**config.mk**
```make
export PLATFORM = sky130hd
export DESIGN_NAME = axis_consumer
export DESIGN_NICKNAME = d
export VERILOG_FILES = /design/src/rtl/axis_pkg.sv /design/src/rtl/lfsr16.sv /design/src/rtl/axis_consumer.sv
export SDC_FILE = /design/constraint.sdc
export NUM_CORES = 1
export LEC_CHECK = 0
export BUFFER_PORTS_ARGS = -buffer_cell sky130_fd_sc_hd__buf_2
export CAP_MARGIN = 25
export CORE_MARGIN = 10
export CORE_UTILIZATION = 40
export DETAILED_ROUTE_END_ITERATION = 10
export MAX_ROUTING_LAYER = met4
export PLACE_DENSITY = 0.66
export SKIP_CTS_REPAIR_TIMING = 1
export SYNTH_ARGS = -nofsm -noshare
export SYNTH_HDL_FRONTEND = slang
export SYNTH_SLANG_ARGS = --single-unit
```
**constraint.sdc**
```tcl
create_clock -name clk -period 6.5 [get_ports clk]
set_input_delay 0.65 -clock clk [delete_from_list [all_inputs] [get_ports clk]]
set_output_delay 0.65 -clock clk [all_outputs]
set_load 0.03 [all_outputs]
```
**src/rtl/axis_pkg.sv**
```systemverilog
// -----------------------------------------------------------------------------
// axis_pkg
// Shared constants and helpers for the AXI-Stream test blocks.
//   AXIS_DATA_W        default stream data width
//   LFSR_TAPS          tap mask of x^16+x^14+x^13+x^11+1 for a right-shifting
//                      Fibonacci LFSR (feedback enters bit 15)
//   LFSR_DEFAULT_SEED  default LFSR start value
//   lfsr16_next()      one LFSR step
//   lfsr16_fix_seed()  maps the lock-up seed 0 to 1
// -----------------------------------------------------------------------------
package axis_pkg;

    localparam int unsigned AXIS_DATA_W       = 32;
    localparam logic [15:0] LFSR_TAPS         = 16'h002D;  // bits 0, 2, 3, 5
    localparam logic [15:0] LFSR_DEFAULT_SEED = 16'hACE1;

    function automatic logic [15:0] lfsr16_next(input logic [15:0] s);
        return {^(s & LFSR_TAPS), s[15:1]};
    endfunction

    // An all-zero Fibonacci LFSR never leaves zero, so that seed is replaced.
    function automatic logic [15:0] lfsr16_fix_seed(input logic [15:0] s);
        return (s == 16'h0000) ? 16'h0001 : s;
    endfunction

endpackage

```
**src/rtl/lfsr16.sv**
```systemverilog
// -----------------------------------------------------------------------------
// lfsr16
// 16-bit Fibonacci LFSR, x^16+x^14+x^13+x^11+1, advancing every clock after
// reset. Loads the seed (0 replaced by 1) while rst_n is low.
//   clk    clock
//   rst_n  synchronous active-low reset
//   seed   value loaded during reset
//   state  current LFSR state
// -----------------------------------------------------------------------------
module lfsr16
    import axis_pkg::*;
(
    input  logic        clk,
    input  logic        rst_n,
    input  logic [15:0] seed,
    output logic [15:0] state
);

    always_ff @(posedge clk) begin
        // NOTE: sequential state uses non-blocking assignments so every
        // register samples pre-edge values regardless of block ordering.
        if (!rst_n) begin
            state <= lfsr16_fix_seed(seed);
        end else begin
            state <= lfsr16_next(state);
        end
    end

endmodule

```
**src/rtl/axis_consumer.sv**
```systemverilog
// -----------------------------------------------------------------------------
// axis_consumer
// AXI-Stream sink: generates a registered s_tready (constant or LFSR-throttled),
// accepts beats on valid&&ready and keeps statistics and sticky error flags.
//   clk, rst_n   clock, synchronous active-low reset
//   clr          synchronous statistics clear (ready/LFSR untouched)
//   s_tvalid     upstream valid
//   s_tdata      upstream data
//   s_tready     registered ready
//   beat_count   accepted beats (wraps)
//   data_sum     sum of accepted data (wraps)
//   last_data    most recently accepted data
//   stall_count  cycles with valid && !ready (saturates)
//   range_err    sticky: an accepted beat was >= RANGE_MAX
//   proto_err    sticky: a stalled beat was dropped or changed
// -----------------------------------------------------------------------------
module axis_consumer
    import axis_pkg::*;
#(
    parameter int unsigned DATA_W    = AXIS_DATA_W,
    parameter int unsigned CNT_W     = 32,
    parameter int unsigned SUM_W     = 48,
    parameter bit          THROTTLE  = 1'b1,
    parameter logic [15:0] LFSR_SEED = LFSR_DEFAULT_SEED,
    parameter int unsigned RANGE_MAX = 4096
) (
    input  logic              clk,
    input  logic              rst_n,
    input  logic              clr,
    input  logic              s_tvalid,
    input  logic [DATA_W-1:0] s_tdata,
    output logic              s_tready,
    output logic [CNT_W-1:0]  beat_count,
    output logic [SUM_W-1:0]  data_sum,
    output logic [DATA_W-1:0] last_data,
    output logic [CNT_W-1:0]  stall_count,
    output logic              range_err,
    output logic              proto_err
);

    // Range compare done wide enough that neither operand truncates.
    localparam int unsigned CMP_W = DATA_W + 32;

    logic [15:1] lfsr_unused;
    logic        lfsr_lsb;

    lfsr16 u_lfsr (
        .clk   (clk),
        .rst_n (rst_n),
        .seed  (LFSR_SEED),
        .state ({lfsr_unused, lfsr_lsb})
    );

    // Upstream hold-rule tracking: a beat seen stalled last cycle and its data.
    logic              pend;
    logic [DATA_W-1:0] held;

    logic accept;
    logic stall;
    logic violation;
    logic out_of_range;

    assign accept       = s_tvalid && s_tready;
    assign stall        = s_tvalid && !s_tready;
    assign violation    = pend && (!s_tvalid || (s_tdata != held));
    assign out_of_range = CMP_W'(s_tdata) >= CMP_W'(RANGE_MAX);

    // Clear is applied first; events of the same cycle then land on the
    // cleared values.
    logic [CNT_W-1:0]  beat_base,  beat_next;
    logic [SUM_W-1:0]  sum_base,   sum_next;
    logic [CNT_W-1:0]  stall_base, stall_next;
    logic [DATA_W-1:0] last_next;
    logic              range_next, proto_next;

    always_comb begin
        // NOTE: each signal of this block is assigned on every path, so no
        // latch can be inferred.
        beat_base  = clr ? '0 : beat_count;
        sum_base   = clr ? '0 : data_sum;
        stall_base = clr ? '0 : stall_count;

        beat_next  = beat_base + CNT_W'(accept);
        sum_next   = sum_base + (accept ? SUM_W'(s_tdata) : '0);
        stall_next = (stall && (stall_base != '1)) ? stall_base + CNT_W'(1)
                                                   : stall_base;
        last_next  = accept ? s_tdata : (clr ? '0 : last_data);
        range_next = (range_err && !clr) | (accept && out_of_range);
        proto_next = (proto_err && !clr) | violation;
    end

    always_ff @(posedge clk) begin
        if (!rst_n) begin
            s_tready    <= 1'b0;
            beat_count  <= '0;
            data_sum    <= '0;
            last_data   <= '0;
            stall_count <= '0;
            range_err   <= 1'b0;
            proto_err   <= 1'b0;
            pend        <= 1'b0;
            held        <= '0;
        end else begin
            s_tready    <= THROTTLE ? lfsr_lsb : 1'b1;
            beat_count  <= beat_next;
            data_sum    <= sum_next;
            last_data   <= last_next;
            stall_count <= stall_next;
            range_err   <= range_next;
            proto_err   <= proto_next;
            pend        <= stall && !clr;
            held        <= s_tdata;
        end
    end

endmodule

```
## Word level (Yosys, flattened, before mapping)

Cells that the tools add are included.

| storage, ports and cells | value |
|---|---|
| register bits after elaboration | 196 |
| output and inout bits | 147 |
| word-level logic and storage cells | 39 |

| cells by class | value |
|---|---|
| $add $sub $neg | 3 |
| magnitude comparators | 1 |
| eq/ne operators | 2 |
| muxes and demuxes | 7 |
| bitwise gates (word level) | 2 |
| reductions and logical operators | 14 |

Operators by type and width:

| kind | count |
|---|---|
| 2-to-1 mux 32 bit | 6 |
| adder 48 x 32 -> 48 bit | 1 |
| 2-to-1 mux 48 bit | 1 |
| adder 32 x 1 -> 32 bit | 1 |
| adder 32 x 1 -> 32 bit, second input constant | 1 |
| >= comparator 32 x 13 -> 1 bit, second input constant | 1 |
| inequality test 32 bit | 1 |
| inequality test 32 bit, second input constant | 1 |
| XOR reduction 16 bit | 1 |
| logical AND 1 bit | 8 |
| logical NOT 1 bit | 3 |
| OR 1 bit | 2 |
| nonzero test 2 bit | 1 |
| logical OR 1 bit | 1 |

## Logic depth before layout (Yosys ltp)

| depth | value |
|---|---|
| depth in word-level cells | 4 |
| gate-level depth with buffers | 16 |
| mapped depth without buffers | 11 |

## Cells and area by module

Synthesis repeated with hierarchy kept, for this count alone.

| unflattened totals | value |
|---|---|
| cell total of the unflattened synthesis | 1126 |
| area total of the unflattened synthesis | 9691.8 um^2 |

Modules (own cells, without submodules):

| module | times used | cells each | area an instance (um^2) | seq. area each (um^2) |
|---|---|---|---|---|
| axis_consumer | 1 | 1081 | 9078.7 | 3603.5 |
| lfsr16 | 1 | 45 | 613.1 | 320.3 |

## Worst setup path after synthesis

OpenSTA, ideal clock, no wires.

| timing | value |
|---|---|
| path kind | input to register |
| start | input port clr |
| end | register data_sum[37] |
| library setup time | 0.115 ns |
| arrival time | 4.022 ns |
| setup slack | 2.363 ns |
| cell stages on the path | 14 |
| path buffers | 5 |
| cell sequence | buf_2 -> buf_1 -> clkbuf_1 -> clkbuf_1 -> clkbuf_1 -> nor2b_1 -> ha_1 -> a21o_1 -> a21o_1 -> a21o_1 -> a2111oi_1 -> a21oi_2 -> and4_1 -> o21a_1 |

| between the ends | value |
|---|---|
| cells in the longest elaborated chain, start to end | 2 |

Ends and longest elaborated chain:

| element | RTL line | source |
|---|---|---|
| start: declaration | axis_consumer.sv:29 | `input logic clr,` |
| 2-to-1 mux 48 bit | axis_consumer.sv:80 | `sum_base = clr ? '0 : data_sum;` |
| adder 48 x 32 -> 48 bit | axis_consumer.sv:84 | `sum_next = sum_base + (accept ? SUM_W'(s_tdata) : '0);` |
| end signal: assignment | axis_consumer.sv:106 | `data_sum <= sum_next;` |
| end: declaration | axis_consumer.sv:34 | `output logic [SUM_W-1:0] data_sum,` |

No other way between the ends.
A chain may end at the register's enable or synchronous reset.

## Worst setup path in the final report

| timing | value |
|---|---|
| start | register s_tready |
| end | register data_sum[37] |

| between the ends | value |
|---|---|
| cells in the longest elaborated chain, start to end | 3 |

Ends and longest elaborated chain:

| element | RTL line | source |
|---|---|---|
| start: declaration | axis_consumer.sv:32 | `output logic s_tready,` |
| start signal: assignment | axis_consumer.sv:104 | `s_tready <= THROTTLE ? lfsr_lsb : 1'b1;` |
| logical AND 1 bit | axis_consumer.sv:63 | `assign accept = s_tvalid && s_tready;` |
| 2-to-1 mux 32 bit | axis_consumer.sv:84 |  |
| adder 48 x 32 -> 48 bit | axis_consumer.sv:84 |  |

No other way between the ends.

==> results.md <==
* Number of nets in the layout at 1359
* IR drop worst, VDD at 152 uV
* M3 GR Usage at 4.22%
* Die area at 0.0308 mm^2
* Root Buffer Master: clkbuf_16
* PortBufs at 182
* Logic pwr share at 7.8%
* TritonCTS Buffers at 17
* Clock power share at 42.9%
* Starting Density at 41.0%
* Hold path depth at 1
* Final worst path period share at 61.5%
* Biggest area consumer among synthesized cells: dfxtp_1
* F_max at 0.250 GHz
* Mapped Nets at 1206
* Pwr Density at 221 mW/mm^2
* Critical path class: flop to flop
* Initial DRC count at 732
* HP Class: flop to flop
* GPL Wtd Cong at 0.900
* Clock Path Buffers at 2
* Ys Warns at 0
* Final hold viol count at 0
* Worst endpoint data arrival time at 4.33 ns
* CP max FO at 35
* Final ANT Viol Nets at 0
* CORE AREA at 0.0236 mm^2
* Setup WS post-layout at 2.50 ns
* Fill cells at 2332
* Cells on worst reg2reg path at 10
* Wirelength, routed at 27.8 mm
* Measured slew at the worst slew-check pin at 1.00 ns
* CTS tree: done
* Layout cells sized above 1 at 18.3%
* DR pass1 iterations at 6
* Mapped Area at 0.00968 mm^2
* Slew Viols, Final at 0
* #FFs+latches synth at 196
* Row Count at 56
* Register Area at 0.00392 mm^2
* Hpwl dp at 20.8 mm
* Post-synth top cells: dfxtp_1, nor2_1, a21oi_1, xnor2_1, nand2_1
* P&R area growth vs syn at 18.1%
* Netlist cell types at 62
* Vias at 8479
* First-pass GRT wire length at 44.7 mm
* Status: complete, no violations
* Synth top area cells: dfxtp_1, xnor2_1, nor2_1, ha_1, a21oi_1
* Antenna violations before repair at 1
* Post-Syn Area per Cell at 8.53 um^2
* Rel. slew slack at 33.0%
* Critical Path End Type: flop
* Reg power frac at 49.3%
* Met1 Use GR at 24.2%
* RSZ-0062 raised after global routing: false
* Total track usage at 18.4%
* Setup WS pre-CTS at 2.44 ns
* Multi-input logic area at 0.00549 mm^2
* Top cell type's share of synthesized area at 40.5%
* Sequential fraction of the synthesis area at 40.5%
* Final Setup Violations at 0
* Chip width at 176 um
* Top-count cell post-synth: dfxtp_1
* Largest net degree at the start of global routing at 64
* Switching Power at 649 uW
* Most used routing layer: met2
* Final critical-path required period at 4.00 ns
* Data required, critical path at 6.83 ns
* Via/cell ratio at 5.24
* Vias in the first global route at 8155
* Dominant synthesized flop cell: dfxtp_1
* Post-synthesis cell count at 1134
* Switching share of power at 25.7%
* Internal Power at 1.88 mW
* Max_cap viols at 0
* Total clock sinks at 196
* Worst Skew at 0.0141 ns
* Total negative slack at 0 ns
* H-tree level count at 4
* Lkg Pwr at 4.96 nW
* Clock transition at path regs at 0.08 ns
* Met2 Track Usage GR at 27.8%
* CP Launch Type: flop
* FFs w/ async S/R, synth at 0%
* Clock Latency Late Sink at 0.44 ns
* Vert. Die Dim at 176 um
* Routed length per instance at 17.2 um
* # DRC at 0
* Total grt overflow at 0
* IO Pins at 183
* Number of synthesized flops with an enable pin at 0
-- sequential cells by signal, summed over array words and instances (netlist names) --
name / flops
data_sum: 48
last_data: 32
stall_count: 32
held: 32
beat_count: 32
proto_err: 1
s_tready: 1
range_err: 1
pend: 1
u_lfsr.state: 16
-- layout make-up --
| type | instances | area share (%) |
|---|---|---|
| Inverter | 14 | 0.460 |
| Multi-Input combinational cell | 870 | 48.0 |
| Timing Repair Buffer | 188 | 8.47 |
| Clock inverter | 14 | 1.51 |
| Tap cell | 319 | 3.49 |
| Clock buffer | 17 | 3.72 |
| Antenna cell | 1 | 0.0219 |
| Sequential cell | 196 | 34.3 |
-- power by group through the flow --
stage / combinational [mW] / sequential [mW] / clock [mW]
after global routing: 0.217 / 1.25 / 1.17
after CTS: 0.199 / 1.24 / 1.12
after floorplan: 0.107 / 1.29 / 0
final: 0.198 / 1.25 / 1.08
after detailed placement: 0.197 / 1.27 / 0
after global placement: 0.197 / 1.27 / 0
-- through the flow --
stage / power [mW] / instances / util (%) / area, um^2 / hold slack [ns]
after global routing: 2.63 / 1619 / 48.4 / 11400 / 0.431
final: 2.53 / 1619 / 48.4 / 11400 / 0.404
after detailed placement: 1.47 / 1586 / 45.8 / 10800 / 0.392
after global placement: 1.47 / 1586 / 45.8 / 10800 / 0.389
after floorplan: 1.40 / 1134 / - / 9680 / 0.386
after CTS: 2.56 / 1617 / 48.3 / 11400 / 0.409
-- logic make-up after synthesis --
| family | synth area share [%] |
|---|---|
| and+or+nand+nor | 28.4 |
| DFF | 40.5 |
| AOI/OAI and AO/OA | 11.8 |
| xor gates and xnor gates | 11.3 |
| buffers and inverters | 2.82 |
| adders and majority gates | 4.73 |
| muxes | 0.310 |
-- cells in the final DEF, fill, tap and decap left out, types with 5 or more instances in the layout --
| master | instances |
|---|---|
| a21oi_1 | 84 |
| nand2b_1 | 25 |
| xor2_1 | 41 |
| nor4_1 | 11 |
| nor2_1 | 151 |
| nand3_1 | 30 |
| nand3b_1 | 6 |
| nor2b_1 | 54 |
| nor3_1 | 10 |
| nand2_1 | 59 |
| and3_1 | 48 |
| o21ai_0 | 35 |
| nand4_1 | 32 |
| and2_1 | 56 |
| a21o_1 | 20 |
| xnor2_1 | 84 |
| clkbuf_16 | 17 |
| ha_1 | 35 |
| a211oi_1 | 11 |
| inv_1 | 13 |
| o21bai_1 | 7 |
| buf_4 | 5 |
| dfxtp_1 | 196 |
| and4_1 | 6 |
| or3_1 | 8 |
| buf_2 | 182 |
-- metal layers --
| metal | wire length (um) | vias to the layer above |
|---|---|---|
| li1 | - | 4197 |
| met1 | 13200 | 3997 |
| met2 | 12500 | 252 |
| met3 | 1720 | 33 |
| met4 | 427 | 0 |
| met5 | 0 | - |
-- final timing paths --
kind                            slack (ns)                     endpoint                        start
worst min-delay path                  0.40  u_lfsr.state[11]$_SDFF_PN1_  u_lfsr.state[12]$_SDFF_PN0_
worst max register to register        2.50      data_sum[37]$_SDFF_PN0_          s_tready$_SDFF_PN0_
worst min register to register        0.40  u_lfsr.state[11]$_SDFF_PN1_  u_lfsr.state[12]$_SDFF_PN0_
worst max-delay path                  2.50      data_sum[37]$_SDFF_PN0_          s_tready$_SDFF_PN0_
-- worst max-delay path, cell delays in order (launching register included) --
cell      delay [ns]
dfxtp_1         0.98
and3_1          0.36
ha_1            0.27
a211oi_1        0.36
o21ai_0         0.24
a211oi_1        0.53
nor2_1          0.11
a21oi_1         0.41
a21oi_2         0.22
and4_1          0.25
o21a_1          0.16
Power figures use the tool's default switching activity.
